### config.mk
export PLATFORM = sky130hd
export DESIGN_NAME = mips_trace_buffer
export DESIGN_NICKNAME = d
export VERILOG_FILES = /design/src/rtl/mips_trace_pkg.sv /design/src/rtl/mips_trace_buffer_fifo.sv /design/src/rtl/mips_trace_buffer.sv
export SDC_FILE = /design/constraint.sdc
export NUM_CORES = 1
export LEC_CHECK = 0
export CAP_MARGIN = 20
export CORE_UTILIZATION = 34
export CTS_CLUSTER_SIZE = 28
export DETAILED_ROUTE_END_ITERATION = 8
export HOLD_SLACK_MARGIN = 0.06
export PLACE_DENSITY = 0.48
export SYNTH_ARGS = -nofsm -noshare
export SYNTH_HDL_FRONTEND = slang
export SYNTH_SLANG_ARGS = --single-unit
### constraint.sdc
create_clock -name clock -period 6.7 [get_ports clock]
set_clock_uncertainty 0.05 [all_clocks]
set_input_delay 1.34 -clock clock [delete_from_list [all_inputs] [get_ports clock]]
set_output_delay 1.34 -clock clock [all_outputs]
set_load 0.1 [all_outputs]
### src/rtl/mips_trace_pkg.sv
// Shared types for the mips trace capture block: FSM states, entry kinds
// and the packed trace record stored in the buffer.
package mips_trace_pkg;

    typedef enum logic [1:0] {
        IDLE    = 2'd0,
        ARMED   = 2'd1,
        CAPTURE = 2'd2,
        FROZEN  = 2'd3
    } trace_state_t;

    localparam logic KIND_REG = 1'b0;
    localparam logic KIND_MEM = 1'b1;

    // The stamp field is sized for the widest supported stamp counter;
    // narrower counters are zero-extended into it.
    localparam int unsigned STAMP_MAX_W = 32;
    localparam int unsigned IDX_W       = 18;
    localparam int unsigned DATA_W      = 32;

    typedef struct packed {
        logic                   kind;
        logic [STAMP_MAX_W-1:0] stamp;
        logic [IDX_W-1:0]       idx;
        logic [DATA_W-1:0]      data;
    } trace_entry_t;

endpackage

### src/rtl/mips_trace_buffer_fifo.sv
// trace_fifo: DEPTH-entry first-word-fall-through buffer of trace records.
// Flush has priority over push/pop; the head is forced to zero when empty.
module trace_fifo
    import mips_trace_pkg::*;
#(
    parameter int unsigned DEPTH = 16
) (
    input  logic                    clock,
    input  logic                    reset,
    input  logic                    flush,
    input  logic                    push,
    input  logic                    pop,
    input  trace_entry_t            din,
    output trace_entry_t            head,
    output logic                    valid,
    output logic [$clog2(DEPTH):0]  count
);

    localparam int unsigned AW = $clog2(DEPTH);
    localparam logic [AW:0] FULL_COUNT = (AW+1)'(DEPTH);

    trace_entry_t  mem [DEPTH];
    logic [AW-1:0] wr_ptr;
    logic [AW-1:0] rd_ptr;
    logic          do_push;
    logic          do_pop;

    assign valid   = (count != '0);
    assign do_pop  = pop && valid && !flush;
    assign do_push = push && !flush && ((count != FULL_COUNT) || do_pop);
    assign head    = valid ? mem[rd_ptr] : '0;

    // Storage array: written at the tail on an accepted push.
    always_ff @(posedge clock) begin
        if (do_push) begin
            mem[wr_ptr] <= din;
        end
    end

    // Pointers and occupancy; pointers wrap naturally since DEPTH is a power of 2.
    always_ff @(posedge clock or posedge reset) begin
        if (reset) begin
            wr_ptr <= '0;
            rd_ptr <= '0;
            count  <= '0;
        end else if (flush) begin
            wr_ptr <= '0;
            rd_ptr <= '0;
            count  <= '0;
        end else begin
            if (do_push) wr_ptr <= wr_ptr + 1'b1;
            if (do_pop)  rd_ptr <= rd_ptr + 1'b1;
            case ({do_push, do_pop})
                2'b10:   count <= count + 1'b1;
                2'b01:   count <= count - 1'b1;
                default: count <= count;
            endcase
        end
    end

endmodule

### src/rtl/mips_trace_buffer.sv
// mips_trace_buffer: arm/trigger controlled capture of core register writes
// (and, with macro TRACE_MEMWR_EN defined, memory stores) into a stamped
// FWFT trace buffer drained by a valid/pop handshake.
module mips_trace_buffer
    import mips_trace_pkg::*;
#(
    parameter int unsigned DEPTH   = 16,
    parameter int unsigned STAMP_W = 16
) (
    input  logic                    clock,
    input  logic                    reset,
    input  logic                    arm,
    input  logic [31:0]             trig_pc,
    input  logic [31:0]             pc,
    input  logic                    regWrite,
    input  logic [4:0]              write_reg,
    input  logic [31:0]             write_data,
    input  logic                    memWrite,
    input  logic [17:0]             mem_addr,
    input  logic [31:0]             mem_wdata,
    input  logic                    pop,
    output logic                    entry_valid,
    output logic                    entry_kind,
    output logic [STAMP_W-1:0]      entry_stamp,
    output logic [17:0]             entry_idx,
    output logic [31:0]             entry_data,
    output logic [1:0]              state,
    output logic [$clog2(DEPTH):0]  count,
    output logic                    overflow
);

    localparam int unsigned CW = $clog2(DEPTH) + 1;
    localparam logic [CW-1:0] LAST_SLOT = CW'(DEPTH - 1);

    trace_state_t       cur_state;
    trace_state_t       next_state;
    logic [STAMP_W-1:0] stamp;
    logic               hit;
    logic               reg_ev;
    logic               mem_ev;
    logic               cap_en;
    logic               push;
    logic               drop;
    logic               fill;
    trace_entry_t       push_entry;
    trace_entry_t       head;
    logic               fifo_valid;

    assign hit    = (pc == trig_pc);
    assign reg_ev = regWrite && (write_reg != '0);

`ifdef TRACE_MEMWR_EN
    assign mem_ev = memWrite;
`else
    logic [50:0] unused_mem;
    assign mem_ev     = 1'b0;
    assign unused_mem = {memWrite, mem_addr, mem_wdata};
`endif

    // Event qualification and record assembly; a register write wins over a
    // simultaneous store, which is then counted as dropped.
    always_comb begin
        cap_en     = !arm && ((cur_state == CAPTURE) || ((cur_state == ARMED) && hit));
        push       = cap_en && (reg_ev || mem_ev);
        drop       = !arm && (((cur_state == FROZEN) && (reg_ev || mem_ev)) ||
                              (cap_en && reg_ev && mem_ev));
        fill       = push && !(pop && fifo_valid) && (count == LAST_SLOT);
        push_entry = '0;
        push_entry.stamp = STAMP_MAX_W'(stamp);
        if (reg_ev) begin
            push_entry.kind = KIND_REG;
            push_entry.idx  = {13'b0, write_reg};
            push_entry.data = write_data;
        end
`ifdef TRACE_MEMWR_EN
        else begin
            push_entry.kind = KIND_MEM;
            push_entry.idx  = mem_addr;
            push_entry.data = mem_wdata;
        end
`endif
    end

    // FSM state register.
    always_ff @(posedge clock or posedge reset) begin
        if (reset) cur_state <= IDLE;
        else       cur_state <= next_state;
    end

    // FSM next state: arm overrides everything; filling the buffer freezes capture.
    always_comb begin
        next_state = cur_state;
        if (arm) begin
            next_state = ARMED;
        end else begin
            case (cur_state)
                ARMED:   if (hit)  next_state = fill ? FROZEN : CAPTURE;
                CAPTURE: if (fill) next_state = FROZEN;
                default: next_state = cur_state;
            endcase
        end
    end

    // Cycle stamp: zeroed by arm, counts from the trigger cycle onwards, wraps silently.
    always_ff @(posedge clock or posedge reset) begin
        if (reset)       stamp <= '0;
        else if (arm)    stamp <= '0;
        else if (cap_en) stamp <= stamp + 1'b1;
    end

    // Sticky overflow: set on any dropped event, cleared only by arm or reset.
    always_ff @(posedge clock or posedge reset) begin
        if (reset)     overflow <= 1'b0;
        else if (arm)  overflow <= 1'b0;
        else if (drop) overflow <= 1'b1;
    end

    trace_fifo #(
        .DEPTH (DEPTH)
    ) u_fifo (
        .clock (clock),
        .reset (reset),
        .flush (arm),
        .push  (push),
        .pop   (pop),
        .din   (push_entry),
        .head  (head),
        .valid (fifo_valid),
        .count (count)
    );

    logic [STAMP_MAX_W-1:0] unused_head_stamp;
    assign unused_head_stamp = head.stamp;

    assign state       = cur_state;
    assign entry_valid = fifo_valid;
    assign entry_stamp = head.stamp[STAMP_W-1:0];
    assign entry_idx   = head.idx;
    assign entry_data  = head.data;
`ifdef TRACE_MEMWR_EN
    assign entry_kind  = head.kind;
`else
    logic unused_kind;
    assign unused_kind = head.kind;
    assign entry_kind  = 1'b0;
`endif

endmodule

# Word level (Yosys, flattened, before mapping)
# Memories as Yosys holds them, arrays and structs flattened.
# Cells that the tools add are included.
# totals
memories	1
ramBits	848
output_inout_bits	76
reg_bits	32
word_cells	66
# mem_list
memory	words	word_bits	rd	rd_clocked_by_memory_dff	wr	line_no	text
u_fifo.mem	16	53	1	0	1	mips_trace_buffer_fifo.sv:22	trace_entry_t mem [DEPTH];
# classes
n_mux	19
add_sub_neg	5
eq_ne	10
n_reduce_logical	25
# ops
operator	count
$mux 66	1
$mux 37	1
$eq 32x32->1	1
$mux 16	2
$add 16x1->16 const B	1
$mux 4	4
$logic_and 1x1->1	12
$pmux 5 s2	1
$reduce_bool 5->1	2
$add 4x1->4 const B	2
$reduce_bool 2->1	4
$eq 2x2->1 const B	3
$mux 2	3
$ne 3x3->1 const B	2
$reduce_bool 3->1	2
$add 5x1->5 const B	1
$eq 5x4->1 const B	1
$mux 1	5
$mux 5	1
$ne 5x5->1 const B	1
$sub 5x1->5 const B	1
$eq 2x1->1 const B	2
$pmux 2 s2	1
$reduce_and 3->1	1
2 further kinds	4

# Logic depth before layout (Yosys ltp)
# logic_depth
ltp_word	11
mapped_depth	14
ltp_nobuf	13

# By module
# A second synthesis with hierarchy kept.
# unflattened
cells_unflattened	2396
area_unflattened_um2	52903.2
# by_module_without_submodules
module	seq_area_each_um2	area_each_um2	cells_each	n_inst
trace_fifo	40203.6	50951.4	2148	1
mips_trace_buffer	475.5	1951.9	248	1

# Worst setup path after synthesis
# No wires, ideal clock.
# synth_timing
kind	input port to flip-flop
from	in trig_pc[15]
to	mem u_fifo.mem[3][0] (netlist name), enable pin
path_buffers	1
slack_ps	-390
required_time_ps	6121
path_stages	7
setup_ps	529
arrival_time_ps	6511
cell_sequence	xor2_1 -> nor4_1 -> nand4_1 -> o31ai_2 -> nand2_1 -> clkbuf_1 -> nor3_1
# synth_between
elab_chain_len	9
# synth_rtl
element	line_no	text
from (decl)	mips_trace_buffer.sv:13	input logic [31:0] trig_pc,
$eq 32x32->1	mips_trace_buffer.sv:49	assign hit = (pc == trig_pc);
$logic_and 1x1->1	mips_trace_buffer.sv:63	cap_en = !arm && ((cur_state == CAPTURE) || ((cur_state == ARMED) && hit));
$logic_or 1x1->1	mips_trace_buffer.sv:63	
$logic_and 1x1->1	mips_trace_buffer.sv:63	
$logic_and 1x1->1	--	
$logic_and 1x1->1 (2 in series)	mips_trace_buffer_fifo.sv:30	assign do_push = push && !flush && ((count != FULL_COUNT) || do_pop);
$mux 1	mips_trace_buffer_fifo.sv:35	if (do_push) begin
$mux 1 (implied by the code)	mips_trace_buffer_fifo.sv:36	mem[wr_ptr] <= din;
to (decl)	mips_trace_buffer_fifo.sv:22	
# No other way between the ends.

# Worst setup path after layout
# layout_timing
from	reg u_fifo.rd_ptr[0]
to	out entry_stamp[9]
# layout_between
elab_chain_len	2
# layout_rtl
element	line_no	text
from (decl)	mips_trace_buffer_fifo.sv:24	logic [AW-1:0] rd_ptr;
from (signal assigned)	mips_trace_buffer_fifo.sv:52	if (do_pop) rd_ptr <= rd_ptr + 1'b1;
$mem_v2 16x53	--	
$mux 66	mips_trace_buffer_fifo.sv:31	assign head = valid ? mem[rd_ptr] : '0;
to (decl)	mips_trace_buffer.sv:24	output logic [STAMP_W-1:0] entry_stamp,
# No other way between the ends.

==> results.cfg <==
[layout]
num_antenna_cells = 0
nets = 1970
area_delta_synth_final_pct = 19.7
nFillCells = 8919
multi_input_area_mm2 = 0.00827
seq_area_mm2 = 0.0263
layoutNonFillerInstCount = 3249
drive_above_1_share = 0.254

[global_routing]
grt_pass1_wl_mm = 122
grt_overflow = 0
grt_max_degree = 54
grt_usage = 0.164
grt_use_met1 = 0.222
grt_pass1_vias = 18100
grt_util_met3 = 0.0280
top_usage_layer = met2
use_met2 = 0.276
antenna_found_initial = 0

[yosys]
syn_area_mm2 = 0.0349
yosysTopAreaCell = edfxtp_1
synth-async-reset-ratio = 0.0364
synth.distinct_cells = 43
postSynthCellCount = 1585
synth_top_flop_cell = edfxtp_1
yosys_warnings = 0
synthMuxAreaShare = 0.174
synth_compound_area_frac = 0.00929
synth_edf_count = 848
synth.top_cell.area_share = 0.730
synthTopCellsByCount = 848 x edfxtp_1, 265 x mux4_2, 92 x and2_1, 53 x clkbuf_1, 33 x xor2_1
synth-seq-cells = 880
synth_xor_area_frac = 0.00929
synth_top_family_by_area = multiplexers
yosys.area_share.simple = 0.0374
syn_area_per_cell_um2 = 22.0
ys_seq_area_frac = 0.753
synthTopCellsByArea = edfxtp_1 73%, mux4_2 17%, dfrtp_1 2.3%
synthAdderAreaFrac = 0.00380
synth_most_common_cell = edfxtp_1

[worst_setup_path]
cp_max_fo = 42
start_kind = register
slowest_delay_ns = 0.99
worst-path-buf-inv = 2
crit_chain = buf_12, mux4_2, mux4_2, and2_1, clkdlybuf4s50_1
timing.critical_path.mode_cell = mux4_2
critical-path-top-delay-family = buffers and inverters
cp.required_ns = 5.31
slowest_stage = dfrtp_4
worstPathArrival_ns = 4.36
worstSetupEndpointType = primary output
worstSetupPathType = reg2out

[clock_tree]
cts_root_buf = clkbuf_16
cts_buffer_depth = 3
cts.clk_slew.worst_paths_ns = 0.06
numCtsBuffers = 92
cts_setup_buffers = 0
tritoncts = yes
ctsResizeCount = 0
insertion_delay_ns = 0.64
ctsHoldBuffers = 0
htreeDepth = 3
clock-sinks = 880

[detailed_routing]
vias = 16600
via_per_inst = 5.10
drcViolationCount = 0
drt_first_pass_iters = 5
wirelength_mm = 83.4
drtAntennaViolNets = 0
post_drt_wl_per_cell_um = 25.7
drt_iter0_drc = 1324

[floorplanning]
rows = 117
die_height_um = 322
die_x_um = 322
initial_core_util = 0.343
die_area_mm2 = 0.104
core-area_mm2 = 0.102
ioPinCount = 233

[timing]
setup_ws_ns = 0.952
drv_slew = 0
rsz0062_at_grt = false
worstMarginPinSlew_ns = 1.18
fin_hold_ws_ns = 0.461
setup_viol_count_final = 0
relSlewSlack = 0.209
finalHoldViolations = 0
clock.fmax_ghz = 0.174
final.min_clock_period_ns = 5.75
min_period_over_period = 0.858

[placement]
io_buffers = 167
place_congestion = 0.685
dp_slack_ns = 1.40
placedCellCount = 3077
dp_hpwl_mm = 39.6

[run_status]
status = completed

[power]
power_mw = 16.0
ir_worst_vdd_mv = 0.245
p_leak_nw = 12.5
p_per_area_mw_per_mm2 = 384

[flow_run]
maxCapViolations = 0

[hold_path]
hold_class = reg2reg
==> power breakdown <==
part           internal (mW)  leakage [nW]  total [mW]  switching [mW]
combinational           1.61          3.03        4.62            3.02
sequential              6.02          7.98        6.13           0.114
clock                   3.19          1.54        5.28            2.10
==> cell families (layout without fill, tap and decap cells) <==
logic type,Yosys count,in the layout
other cells,1,14
xor+xnor,37,37
mux,273,273
buf+inv,106,389
fa+ha+maj,10,10
simple gates,225,225
compound gates,53,53
flops,880,880
==> worst paths after layout <==
path / start / end / slack (ns) / depth (start not counted)
setup / recovery: u_fifo.rd_ptr[0]$_DFFE_PP0P_ / entry_stamp[9] / 0.95 / 5
setup reg to reg: state[1]$_DFFE_PP0P_ / u_fifo.mem[7][10]$_DFFE_PP_ / 3.07 / 7
max in group asynchronous: reset / u_fifo.rd_ptr[3]$_DFFE_PP0P_ / 5.18 / 3
hold reg to reg: overflow$_DFFE_PP0P_ / overflow$_DFFE_PP0P_ / 0.46 / 2
min in group asynchronous: reset / u_fifo.count[4]$_DFFE_PP0P_ / 1.06 / 3
hold / removal: overflow$_DFFE_PP0P_ / overflow$_DFFE_PP0P_ / 0.46 / 2
==> cell type report <==
| type | count | share of cell area |
|---|---|---|
| tap | 1368 | 0.0410 |
| clock buffer | 119 | 0.0609 |
| multi-input combinational | 612 | 0.198 |
| inverter | 10 | 0.000899 |
| clock inverter | 53 | 0.0151 |
| timing repair buffer | 207 | 0.0541 |
| sequential | 880 | 0.630 |
==> sequential cells by signal (all words and copies together) (netlist names) <==
register and cells:
state 2, u_fifo.count 5, u_fifo.rd_ptr 4, u_fifo.wr_ptr 4
stamp 16, overflow 1, u_fifo.mem 848
==> layout by cell type, fill, tap and decap left out, types with 11 or more instances in the layout <==
cell and instances:
nor3_2 16, edfxtp_1 848, clkbuf_1 19, clkdlybuf4s50_1 167, and2_1 92, buf_12 23
or4_1 13, mux4_2 265, buf_4 17, bufinv_16 13, a21oi_1 21, dfrtp_1 28
xor2_1 33, clkinv_2 17, o21ai_0 11, o31ai_1 11, conb_1 14, clkinv_1 11
nor2_1 20, clkbuf_16 97, nand2_1 18
==> through the flow <==
stage          cell area [µm²]   util  TNS, ns
2_1_floorplan            34900      -  -262.27
4_1_cts                  41700  0.410        0
5_1_grt                  41700  0.410        0
6_report                 41700  0.410        0
3_5_place_dp             38600  0.379        0
3_3_place_gp             38600  0.379        0
==> worst register-to-register path, cell delays in order (launching register included) <==
cell and delay [ns]:
dfrtp_1 0.45, nand2b_1 0.19, nor2_1 0.11, nand4_1 0.22
o31ai_2 0.54, nand2_1 0.59, nor3_2 0.38, buf_4 0.66
==> metal layers <==
metal,share of wire,vias to the layer above
met4,0.013,0
met1,0.44,9069
met3,0.044,86
met2,0.50,376
met5,0,-
li1,-,7048
(Power assumes the default switching activity.)
